### config.mk
export PLATFORM = sky130hd
export DESIGN_NAME = cache_fill_server
export DESIGN_NICKNAME = d
export VERILOG_FILES = /design/src/rtl/cache_fill_pkg.sv /design/src/rtl/fill_line_buffer.sv /design/src/rtl/cache_fill_server.sv
export SDC_FILE = /design/constraint.sdc
export NUM_CORES = 1
export LEC_CHECK = 0
export ABC_AREA = 0
export BUFFER_PORTS_ARGS = -buffer_cell sky130_fd_sc_hd__clkbuf_2
export CAP_MARGIN = 40
export CORE_UTILIZATION = 52
export CTS_CLUSTER_DIAMETER = 60
export DETAILED_ROUTE_END_ITERATION = 6
export PLACE_DENSITY_LB_ADDON = 0.12
export SYNTH_ARGS = -nofsm -noshare
export SYNTH_HDL_FRONTEND = slang
export SYNTH_SLANG_ARGS = --single-unit
### constraint.sdc
create_clock -name clk -period 2.6 [get_ports clk]
set_input_delay 0.13 -clock clk [delete_from_list [all_inputs] [get_ports clk]]
set_output_delay 0.13 -clock clk [all_outputs]
set_load 0.05 [all_outputs]
### src/rtl/cache_fill_pkg.sv
// cache_fill_pkg: line geometry and fill FSM states
// shared by the cache and its memory-side fill server
package cache_fill_pkg;

  localparam int LINE_WORDS    = 8;
  localparam int WORD_IDX_BITS = 3;
  localparam int WORD_BITS     = 16;

  typedef enum logic [1:0] {
    IDLE    = 2'd0,
    REQ     = 2'd1,
    COLLECT = 2'd2,
    STREAM  = 2'd3
  } fill_state_t;

endpackage

### src/rtl/fill_line_buffer.sv
// fill_line_buffer: 8x16 line store, one write port and
// one registered read port (re=0 drives the read register to 0)
module fill_line_buffer
  import cache_fill_pkg::*;
(
  input  logic                     clk,
  input  logic                     reset_n,
  input  logic                     we,
  input  logic [WORD_IDX_BITS-1:0] waddr,
  input  logic [WORD_BITS-1:0]     wdata,
  input  logic                     re,
  input  logic [WORD_IDX_BITS-1:0] raddr,
  output logic [WORD_BITS-1:0]     rdata
);

  logic [WORD_BITS-1:0] mem [LINE_WORDS];

  // contents survive reset on purpose
  always_ff @(posedge clk) begin
    if (we) mem[waddr] <= wdata;
  end

  // write-first forwarding: the last word of a line may
  // be the critical word read in the same cycle
  always_ff @(posedge clk or negedge reset_n) begin
    if (!reset_n)
      rdata <= '0;
    else if (!re)
      rdata <= '0;
    else if (we && (waddr == raddr))
      rdata <= wdata;
    else
      rdata <= mem[raddr];
  end

endmodule

### src/rtl/cache_fill_server.sv
// cache_fill_server: one 8-word burst per cache miss, replayed
// critical-word-first. Ports: cache side (sdram_req, req_addr,
// sdram_fill, data_from_sdram), controller side (mem_*).
module cache_fill_server
  import cache_fill_pkg::*;
#(
  parameter int ADDR_BITS = 26
) (
  input  logic                 clk,
  input  logic                 reset_n,
  input  logic                 sdram_req,
  input  logic [ADDR_BITS-1:0] req_addr,
  output logic                 sdram_fill,
  output logic [WORD_BITS-1:0] data_from_sdram,
  output logic                 mem_req,
  output logic [ADDR_BITS-5:0] mem_addr,
  input  logic                 mem_ack,
  input  logic                 mem_valid,
  input  logic [WORD_BITS-1:0] mem_data
);

  fill_state_t state;

  logic [WORD_IDX_BITS-1:0] count;
  logic [WORD_IDX_BITS-1:0] crit;
  logic [WORD_IDX_BITS-1:0] rd_idx;
  logic [WORD_IDX_BITS-1:0] raddr;
  logic                     take;
  logic                     last;
  logic                     re;
  logic                     unused_bit0;

  assign unused_bit0 = req_addr[0];

  // count doubles as the stream beat k; it wraps 7->0
  // on the last valid, so STREAM starts at k=0
  always_comb begin
    take = 1'b0;
    if (mem_valid) begin
      take = (state == COLLECT) ||
             ((state == REQ) && mem_ack);
    end
    last  = take && (state == COLLECT) &&
            (count == 3'd7);
    re    = last ||
            ((state == STREAM) && (count != 3'd7));
    raddr = (state == STREAM) ? rd_idx + 3'd1 : crit;
  end

  always_ff @(posedge clk or negedge reset_n) begin
    if (!reset_n) begin
      state      <= IDLE;
      count      <= '0;
      crit       <= '0;
      rd_idx     <= '0;
      mem_req    <= 1'b0;
      mem_addr   <= '0;
      sdram_fill <= 1'b0;
    end else begin
      sdram_fill <= last;
      unique case (state)
        IDLE: begin
          if (sdram_req) begin
            mem_addr <= req_addr[ADDR_BITS-1:4];
            crit     <= req_addr[3:1];
            mem_req  <= 1'b1;
            count    <= '0;
            state    <= REQ;
          end
        end
        REQ: begin
          if (mem_ack) begin
            mem_req <= 1'b0;
            state   <= COLLECT;
            if (take) count <= count + 3'd1;
          end
        end
        COLLECT: begin
          if (take) begin
            count <= count + 3'd1;
            if (count == 3'd7) begin
              rd_idx <= crit;
              state  <= STREAM;
            end
          end
        end
        STREAM: begin
          count  <= count + 3'd1;
          rd_idx <= rd_idx + 3'd1;
          if (count == 3'd7) state <= IDLE;
        end
        default: state <= IDLE;
      endcase
    end
  end

  fill_line_buffer u_buf (
    .clk     (clk),
    .reset_n (reset_n),
    .we      (take),
    .waddr   (count),
    .wdata   (mem_data),
    .re      (re),
    .raddr   (raddr),
    .rdata   (data_from_sdram)
  );

endmodule
==> flow_summary.ini, run 1 <==
[timing]
finalSetupTns_ns = 0
grt_setup_unrepaired = no
max_slew.worst_pin.slew_ns = 0.6841
timing.final.max_slew_violations = 0
finalSetupViolations = 0
finalWorstPathRequiredPeriod_ns = 2.464
skew_ns = 0.008746
hold_viol = 0
min_period_over_period_pct = 94.77
max_freq_mhz = 405.8
layout_setup_ws_ns = 0.1359
max_slew_margin_pct = 54.39
hold_slack_ns = 0.006051

[hold_path]
hold_path_class = input port to flop
min_from = mem_ack
whs_path_depth = 4
min_to = mem_req$_DFFE_PN0P_

[die]
die_area_um2 = 14380
pin_count = 87
initial_utilization_pct = 53.97
die_x_um = 119.9
row_count = 42
die_h_um = 119.9
core_um2 = 13400

[detailed_routing]
routed_via_density = 5.538
wire_per_inst_um = 18.57
drc_errors = 0
final_antenna_net_count = 0
firstDrtPassIters = 4
drt-initial-drc-count = 348
drt-total-wl_um = 14640
routed-via-count = 4364

[placed_design]
port_buffers = 85
pre_cts_slack_ns = 0.1365
dp_hpwl_um = 8162
dp.cells = 721
placed_cell_area_um2 = 8031
gp_congestion = 0.7610

[clocking]
cts_hold_buf = 35
cts.sinks = 179
clockBufferDepth = 2
clk_pin_slew_worst_paths_ns = 0.06
cts_root_buf = clkbuf_16
cts_htree_levels = 4
cts_tree = yes
clock_latency_ns = 0.42
cts.repair.resized = 0
cts_made_buffers = 17
post-cts-setup-buffer-count = 0

[critical_path]
r2r_start = state[0]$_DFFE_PN0P_
crit_arrival_ns = 2.80
max_stage_delay_ns = 0.54
rrSetupSlack_ns = 0.14
r2r-end = u_buf.rdata[8]$_DFF_PN0_
setup.worst_path.class = flop to flop
cp_slowest_cell = or4b_1
reg2reg_depth = 7
path_buf_inv = 1
cp_cell_sequence = ha_1 -> mux2i_4 -> xnor2_1 -> or4b_1 -> or2_0 -> buf_4 -> a31oi_1
critPathCaptureType = flop
critPathMaxFanout = 11
start_kind = flop
crit_family = simple AND/OR/NAND/NOR gates
cp.required_ns = 2.94

[logic_synthesis]
ys_warn_count = 0
async_reset_ff_share_pct = 28.49
synth_top_area_share_pct = 53.15
synth_cells = 462
synth_edf_count = 128
synth.avg_cell_area_um2 = 15.65
yosys-top-cells-area = edfxtp_1 53%, dfrtp_1 18%, mux2_2 6.4%
synth.distinct_cells = 34
synth-seq-area-share_pct = 70.80
synth_top_area_cell = edfxtp_1
synth-seq-cells = 179
yosys_most_used_dff = edfxtp_1
syn_area_um2 = 7232
synth_nets = 517

[global_route]
grt_pass1_vias = 4292
grt_max_degree = 82
grt_util_all_layers_pct = 21.75
antenna_found_initial = 0
grt-ovfl-total = 0
grt_pass1_wl_um = 22790

[outcome]
status = complete, no violations

[flow_run]
maxCapViolations = 0

[layout]
final_core_util_pct = 67.68
antennaDiodeCount = 0
instances_no_fill = 788
drive_gt1_share_pct = 31.05
syn2layout_area_growth_pct = 25.40
nFillCells = 915
final_area_um2 = 9069
finalNetCount = 654

[power]
p_per_area_nw_per_um2 = 1313
vdd_drop_max_mv = 0.7952
p_leak_nw = 3.553
finalPower_mw = 11.90
==> state kept, by name (all words and copies together) (netlist names) <==
| register | count |
|---|---|
| state | 2 |
| mem_req | 1 |
| count | 3 |
| u_buf.mem | 128 |
| crit | 3 |
| mem_addr | 22 |
| rd_idx | 3 |
| u_buf.rdata | 16 |
| sdram_fill | 1 |
==> placed cells by master (no fill, tap or decap), types with 2 or more instances in the layout <==
cell type / synthesis / routed
a211o_1: 16 / 16
a211oi_1: 16 / 16
a21o_1: 3 / 3
a21oi_1: 3 / 3
a31oi_1: 16 / 16
buf_12: 0 / 2
buf_4: 0 / 23
bufinv_16: 0 / 7
clkbuf_16: 0 / 17
clkbuf_2: 0 / 85
clkinv_2: 0 / 3
clkinvlp_4: 0 / 2
dfrtp_1: 51 / 51
dlygate4sd3_1: 0 / 35
edfxtp_1: 128 / 128
ha_1: 8 / 8
inv_1: 8 / 8
mux2_2: 41 / 41
mux2i_1: 35 / 34
mux2i_4: 1 / 2
nand2_1: 25 / 25
nand2b_1: 5 / 5
nand3_1: 2 / 2
nor2_1: 5 / 5
nor2b_1: 16 / 16
nor3_1: 6 / 2
nor3_2: 0 / 4
o211ai_1: 16 / 16
o21ai_0: 7 / 7
o31ai_1: 16 / 16
xnor2_1: 2 / 2
==> area by class of cell <==
| class | count | area, um^2 | share of cell area [%] |
|---|---|---|---|
| inverters | 8 | 30.03 | 0.3311 |
| repair buffers | 145 | 988.4 | 10.90 |
| clock inverters | 14 | 257.7 | 2.842 |
| flip-flops and latches | 179 | 5120 | 56.46 |
| well taps | 176 | 220.2 | 2.428 |
| multi-input cells | 248 | 2023 | 22.31 |
| clock buffers | 18 | 429.2 | 4.732 |
==> tightest hold or removal path, delay by kind of cell <==
family | cells | cell delay (ns)
buffers and inverters | 1 | 0.10
and+or+nand+nor | 2 | 0.09
AOI/OAI and AO/OA | 1 | 0.06
==> cell families after synthesis <==
| group | Yosys count | share of synthesized area (%) |
|---|---|---|
| DFF | 179 | 70.80 |
| AOI/OAI and AO/OA | 96 | 9.619 |
| muxes | 77 | 11.54 |
| and+or+nand+nor | 64 | 4.412 |
| buffers and inverters | 35 | 1.886 |
| adders and majority gates | 8 | 1.384 |
| xor gates and xnor gates | 3 | 0.3634 |
==> Yosys cell counts, types with 7 or more instances <==
master and number:
inv_1 8, nand2_1 25, nor2b_1 16, dfrtp_1 51, a211oi_1 16, ha_1 8, mux2_2 41, o211ai_1 16
mux2i_1 35, a211o_1 16, edfxtp_1 128, clkbuf_1 18, a31oi_1 16, o31ai_1 16, o21ai_0 7
==> worst max path at each step <==
stage	start	endpoint	slack, ns	cells past startpoint
detailed placement	state[0]$_DFFE_PN0P_	u_buf.rdata[2]$_DFF_PN0_	0.14	7
global route	state[0]$_DFFE_PN0P_	u_buf.rdata[14]$_DFF_PN0_	0.005	7
finish	state[0]$_DFFE_PN0P_	u_buf.rdata[8]$_DFF_PN0_	0.14	7
CTS	state[0]$_DFFE_PN0P_	u_buf.rdata[2]$_DFF_PN0_	0.11	7
global placement	state[0]$_DFFE_PN0P_	u_buf.rdata[2]$_DFF_PN0_	0.20	7
floorplan	state[1]$_DFFE_PN0P_	u_buf.mem[2][0]$_DFFE_PP_	0.10	5
==> per-layer routing <==
metal	share of wire, %	GRT usage (%)	up-vias
met4	1.7	11.17	0
met5	0	0	-
met3	6.0	4.658	21
met1	42	27.83	2145
li1	-	-	2055
met2	51	34.95	143
==> where the power goes <==
group          leakage, nW  switching, mW  internal [mW]
logic                 1.43           3.30           1.81
registers             1.79          0.274           3.59
clock network        0.330           1.03           1.90
total                 3.55           4.60           7.30
Note: power is estimated with default switching activity, not from simulation.
==> run 2, diff against run 1 <==
clock period = 2.18 ns   (was 2.6 ns; I/O delays follow)
==> run 2 against run 1 <==
  * The flow now finishes with violations (negative setup slack)
  * Combinational power up 47%
  * Wire length up 12%
  * Sequential power increased by 20%
  * Critical path depth increased by 2
  * Largest power group unchanged
==> flow_summary.ini, run 2 (synthesized netlist as in run 1, its figures left out) <==
[outcome]
status = finished with violations
failed_checks = negative setup slack

[power]
p_leak_nw = 3.715
p_per_area_nw_per_um2 = 1551
finalPower_mw = 14.95
vdd_drop_max_mv = 0.9170

[layout]
final_area_um2 = 9635
antennaDiodeCount = 0
layout_common_cells = 128 x edfxtp_1, 85 x clkbuf_2, 50 x dfrtp_1
drive_gt1_share_pct = 36.97
layout_commonest_cell = edfxtp_1
syn2layout_area_growth_pct = 33.24
nFillCells = 846
instances_no_fill = 817
top_regs = u_buf.mem x128, mem_addr x22, u_buf.rdata x16
largest_reg_flops = 128
finalNetCount = 683
regMostFlops = u_buf.mem

[critical_path]
start_kind = flop
r2r_start = state[1]$_DFFE_PN0P_
critPathMaxFanout = 4
r2r-end = u_buf.rdata[9]$_DFF_PN0_
reg2reg_depth = 9
cp.required_ns = 2.53
rrSetupSlack_ns = -0.06
setup.worst_path.class = flop to flop
critPathCaptureType = flop
startpoint = state[1]$_DFFE_PN0P_
crit_arrival_ns = 2.59

[clocking]
cts_root_buf = clkbuf_16
cts_made_buffers = 17
clk_pin_slew_worst_paths_ns = 0.07
clockBufferDepth = 2
cts.sinks = 179
clock_latency_ns = 0.43
cts_htree_levels = 4
cts_tree = yes

[global_route]
grt_pass1_vias = 4623
grt_max_degree = 45
grt_pass1_wl_um = 24860
grt_util_all_layers_pct = 23.64
antenna_found_initial = 0
grt-ovfl-total = 0

[timing]
layout_setup_ws_ns = -0.05847
finalSetupViolations = 15
hold_viol = 0
finalWorstPathRequiredPeriod_ns = 2.238
max_slew_margin_pct = 55.01
skew_ns = 0.008720
max_freq_mhz = 446.7
hold_slack_ns = 0.02267
finalSetupTns_ns = -0.4589
min_period_over_period_pct = 102.7
grt_setup_unrepaired = yes
max_slew.worst_pin.slew_ns = 0.6678
timing.final.max_slew_violations = 0

[die]
row_count = 42
pin_count = 87
die_h_um = 119.9
die_x_um = 119.9
core_um2 = 13400
die_area_um2 = 14380
initial_utilization_pct = 53.97

[detailed_routing]
wire_per_inst_um = 20.10
met2_length_um = 7982
drc_errors = 0
wl_met3_um = 875
routed-via-count = 4626
firstDrtPassIters = 5
met1Wirelength_um = 7260
final_antenna_net_count = 0
drt-total-wl_um = 16420
highest_layer = met4
routed_via_density = 5.662
drt-initial-drc-count = 369

[hold_path]
hold_path_class = input port to flop
whs_path_depth = 1
min_to = u_buf.mem[0][7]$_DFFE_PP_
min_from = mem_data[7]

[placed_design]
dp.cells = 736
placed_cell_area_um2 = 8207
gp_congestion = 0.8376
port_buffers = 85
dp_hpwl_um = 9329

[flow_run]
maxCapViolations = 0
-- run 2: cell count changes in the layout (fill, tap and decap cells not counted), sizes merged --
| cell | change |
|---|---|
| buf | +19 |
| bufbuf | +1 |
| bufinv | -6 |
| clkbuf | +11 |
| clkinvlp | -2 |
| dlygate4sd3 | +7 |
| inv | -1 |
-- run 2: worst max-delay path by stage --
stage / endpoint
final: u_buf.rdata[9]$_DFF_PN0_
after global routing: u_buf.rdata[1]$_DFF_PN0_
after CTS: u_buf.rdata[8]$_DFF_PN0_
after detailed placement: u_buf.rdata[7]$_DFF_PN0_
after global placement: u_buf.rdata[0]$_DFF_PN0_
after floorplan: u_buf.mem[2][0]$_DFFE_PP_
-- run 2: worst max-delay path: stages, from the launching register on --
cell,delay (ns)
dfrtp_1,0.41
buf_6,0.15
inv_4,0.06
ha_4,0.13
a21o_1,0.14
nand2_2,0.06
or4b_4,0.57
or2_4,0.31
clkbuf_16,0.18
a31oi_1,0.14
-- run 2: metrics by stage --
stage	worst slack, ns	utilization [%]
final	-0.05847	71.90
after global routing	-0.1193	71.90
after CTS	0.003650	69.15
after detailed placement	-0.1579	61.24
after global placement	-0.08217	61.24
after floorplan	-0.3167	-
-- run 2: cell type report --
cell class              instances  area, um^2  share of cell area [%]
clock buffers                  27       493.0                   5.116
clock inverters                 5       53.80                  0.5584
inverters                       8       35.03                  0.3636
multi-input cells             248        2323                   24.11
flip-flops and latches        179        5121                   53.15
well taps                     176       220.2                   2.285
repair buffers                174        1389                   14.41
-- run 2: per-layer routing --
layer  vias up  global-route usage [%]
met5         -                       0
met4         0                   10.08
met3        24                   5.133
met2       162                   37.18
met1      2327                   31.85
li1       2113                       -
-- run 2: power by group --
part	total [mW]	leakage [nW]	switching, mW	internal [mW]
logic	7.49	1.66	4.58	2.91
clock network	2.84	0.269	1.18	1.66
registers	4.62	1.79	0.335	4.29
total	14.9	3.71	6.09	8.85
-- run 2: what timing repair did --
| action | 4_1_cts | 5_1_grt |
|---|---|---|
| resized for setup | 12 | 41 |
| buffers inserted | 0 | 4 |
| pin swaps | 1 | 10 |
| hold endpoints to repair | 156 | 0 |
| cloned | 1 | 2 |
| setup endpoints to repair | 16 | 16 |
| hold buffers | 42 | 0 |
==> run 3, diff against run 2 <==
CELL_PAD_IN_SITES_DETAIL_PLACEMENT = 1   (was default)
CELL_PAD_IN_SITES_GLOBAL_PLACEMENT = 2   (was default)
CORE_UTILIZATION = 38   (was 52)
==> run 3 against run 2 <==
  * The run still ends with negative setup slack left
  * Count of clock-buffer cells in the layout down 10
  * Worst setup slack better by 0.018 ns
  * Sequential share of layout area down 1.5 points
  * First-iteration DRC count down 38%
  * Cell count up 8.0%
  * Non-clock buffer count up 7
  * Critical path depth down 1
  * Via count down 0.65%
  * Total power up 4.7%
  * Critical path type unchanged
  * Largest power group unchanged
  * Highest routed layer unchanged
==> flow_summary.ini, run 3 (synthesized netlist as in run 1, its figures left out) <==
[placed_design]
placed_cell_area_um2 = 8357
port_buffers = 85
dp.cells = 796
dp_hpwl_um = 10650
gp_congestion = 0.6998

[critical_path]
setup.worst_path.class = flop to flop
crit_family = compound AO/OA/AOI/OAI gates
critPathCaptureType = flop
start_kind = flop
max_stage_delay_ns = 0.44
crit_arrival_ns = 2.52
cp_cell_sequence = buf_4 -> ha_4 -> and2_4 -> or2_2 -> buf_4 -> a211oi_1 -> a211o_1 -> a31oi_2
crit_top_cell = buf_4
worstSetupPathDepth = 8
path_buf_inv = 2
reg2reg_depth = 8
cp_slowest_cell = dfrtp_2
cp.required_ns = 2.48
rrSetupSlack_ns = -0.04
critPathMaxFanout = 18

[power]
p_int_mw = 9.284
p_per_area_nw_per_um2 = 1579
p_leak_nw = 3.812
sequentialPowerShare_pct = 29.5
clock_power_share_pct = 20.8
vdd_drop_max_mv = 0.7228
swShare_pct = 40.67
combinationalPowerShare_pct = 49.7
power_switching_mw = 6.363

[die]
die_x_um = 140.0
pin_count = 87
die_h_um = 140.0
initial_utilization_pct = 38.66
core_um2 = 18710
die_area_um2 = 19590
row_count = 50

[timing]
skew_ns = 0.004561
hold_viol = 0
max_slew.worst_pin.slew_ns = 0.6476
finalWorstPathRequiredPeriod_ns = 2.220
min_period_over_period_pct = 101.9
timing.final.max_slew_violations = 0
layout_setup_ws_ns = -0.04036
max_freq_mhz = 450.4
max_slew_margin_pct = 56.37
finalSetupViolations = 13
grt_setup_unrepaired = yes

[layout]
nFillCells = 1765
layout_commonest_cell = edfxtp_1
antennaDiodeCount = 0
drive_gt1_share_pct = 39.51
regArea_um2 = 5121
regMostFlops = u_buf.mem
multi_input_area_um2 = 2325
final_area_um2 = 9907
final_core_util_pct = 52.96
instances_no_fill = 882
largest_reg_flops = 128
layout_common_cells = 128 x edfxtp_1, 85 x clkbuf_2, 50 x dfrtp_1
syn2layout_area_growth_pct = 36.99
top_regs = u_buf.mem x128, mem_addr x22, u_buf.rdata x16
finalNetCount = 690

[detailed_routing]
routed_via_density = 5.211
final_antenna_net_count = 0
drt-total-wl_um = 18440
firstDrtPassIters = 4
wire_per_inst_um = 20.91
drc_errors = 0
routed-via-count = 4596
drt-initial-drc-count = 229

[clocking]
cts_tree = yes
cts_root_buf = clkbuf_16
clk_pin_slew_worst_paths_ns = 0.07
cts_made_buffers = 17
clock_latency_ns = 0.43
cts.sinks = 179
cts_htree_levels = 4
clockBufferDepth = 2

[global_route]
grt_pass1_vias = 5023
antenna_found_initial = 0
grt_pass1_wl_um = 28220
grt-ovfl-total = 0
grt_max_degree = 29
grt_util_all_layers_pct = 19.61

[flow_run]
maxCapViolations = 0

[hold_path]
whs_path_depth = 1
hold_path_class = input port to flop

[outcome]
status = finished with violations
failed_checks = negative setup slack
-- run 3: changes by cell type in the layout (fill, tap and decap cells not counted), moves of 3 or more --
cell	change
clkbuf_1	-7
a31oi_2	+5
a31oi_4	-4
buf_12	+4
buf_4	+3
bufinv_16	+3
clkbuf_8	-3
clkinvlp_4	+3
-- run 3: final timing paths --
check / from / endpoint
setup reg to reg: state[0]$_DFFE_PN0P_ / u_buf.rdata[0]$_DFF_PN0_
min in group asynchronous: reset_n / mem_addr[17]$_DFFE_PN0P_
hold reg to reg: mem_addr[19]$_DFFE_PN0P_ / mem_addr[19]$_DFFE_PN0P_
setup / recovery: state[0]$_DFFE_PN0P_ / u_buf.rdata[0]$_DFF_PN0_
max in group asynchronous: reset_n / mem_addr[16]$_DFFE_PN0P_
hold / removal: mem_data[3] / u_buf.mem[0][3]$_DFFE_PP_
-- run 3: power by group through the flow --
| stage | combinational (mW) | sequential, mW | clock [mW] |
|---|---|---|---|
| 2_1_floorplan | 3.19 | 5.90 | 0 |
| 3_3_place_gp | 6.41 | 4.64 | 0 |
| 3_5_place_dp | 6.55 | 4.66 | 0 |
| 4_1_cts | 7.16 | 4.60 | 3.33 |
| 5_1_grt | 8.26 | 4.69 | 3.45 |
| 6_report | 7.78 | 4.62 | 3.25 |
-- run 3: cell type report --
class / count / area share (%)
Tap cell: 234 / 2.955
Clock inverter: 15 / 2.071
Clock buffer: 17 / 4.294
Multi-Input combinational cell: 248 / 23.47
Inverter: 8 / 0.3536
Sequential cell: 179 / 51.69
Timing Repair Buffer: 181 / 15.17
-- run 3: worst reg2reg max path, cell delays in order (launching register included) --
cell,delay (ns)
dfrtp_2,0.44
buf_4,0.16
ha_4,0.17
and2_4,0.14
or2_2,0.34
buf_4,0.23
a211oi_1,0.33
a211o_1,0.18
a31oi_2,0.10
-- run 3: through the flow --
| step | setup slack [ns] | TNS, ns | total power, mW | hold slack, ns |
|---|---|---|---|---|
| floorplan | -0.3167 | -19.40 | 9.089 | -0.1866 |
| global placement | -0.04127 | -0.4114 | 11.05 | 0.2517 |
| detailed placement | -0.09919 | -1.182 | 11.20 | -0.08834 |
| CTS | -0.01156 | -0.03404 | 15.09 | 0.0005117 |
| global route | -0.1134 | -1.886 | 16.41 | 0.02415 |
| finish | -0.04036 | -0.2705 | 15.65 | 0.01153 |
-- run 3: what timing repair did --
| item | in CTS | in global routing |
|---|---|---|
| hold endpoints to repair | 182 | 0 |
| resized for setup | 20 | 40 |
| hold buffers | 42 | 0 |
| buffers inserted | 0 | 9 |
| pin swaps | 5 | 6 |
| cloned | 2 | 1 |
| setup endpoints to repair | 16 | 31 |
-- run 3: per-layer routing --
metal  global-route usage (%)  vias to the layer above  part of all wire (%)
met4                    6.767                        0                   1.5
met1                    24.23                     2331                    45
met5                        0                        -                     0
met3                    4.410                       26                   3.6
met2                    33.87                      115                    50
li1                         -                     2124                     -
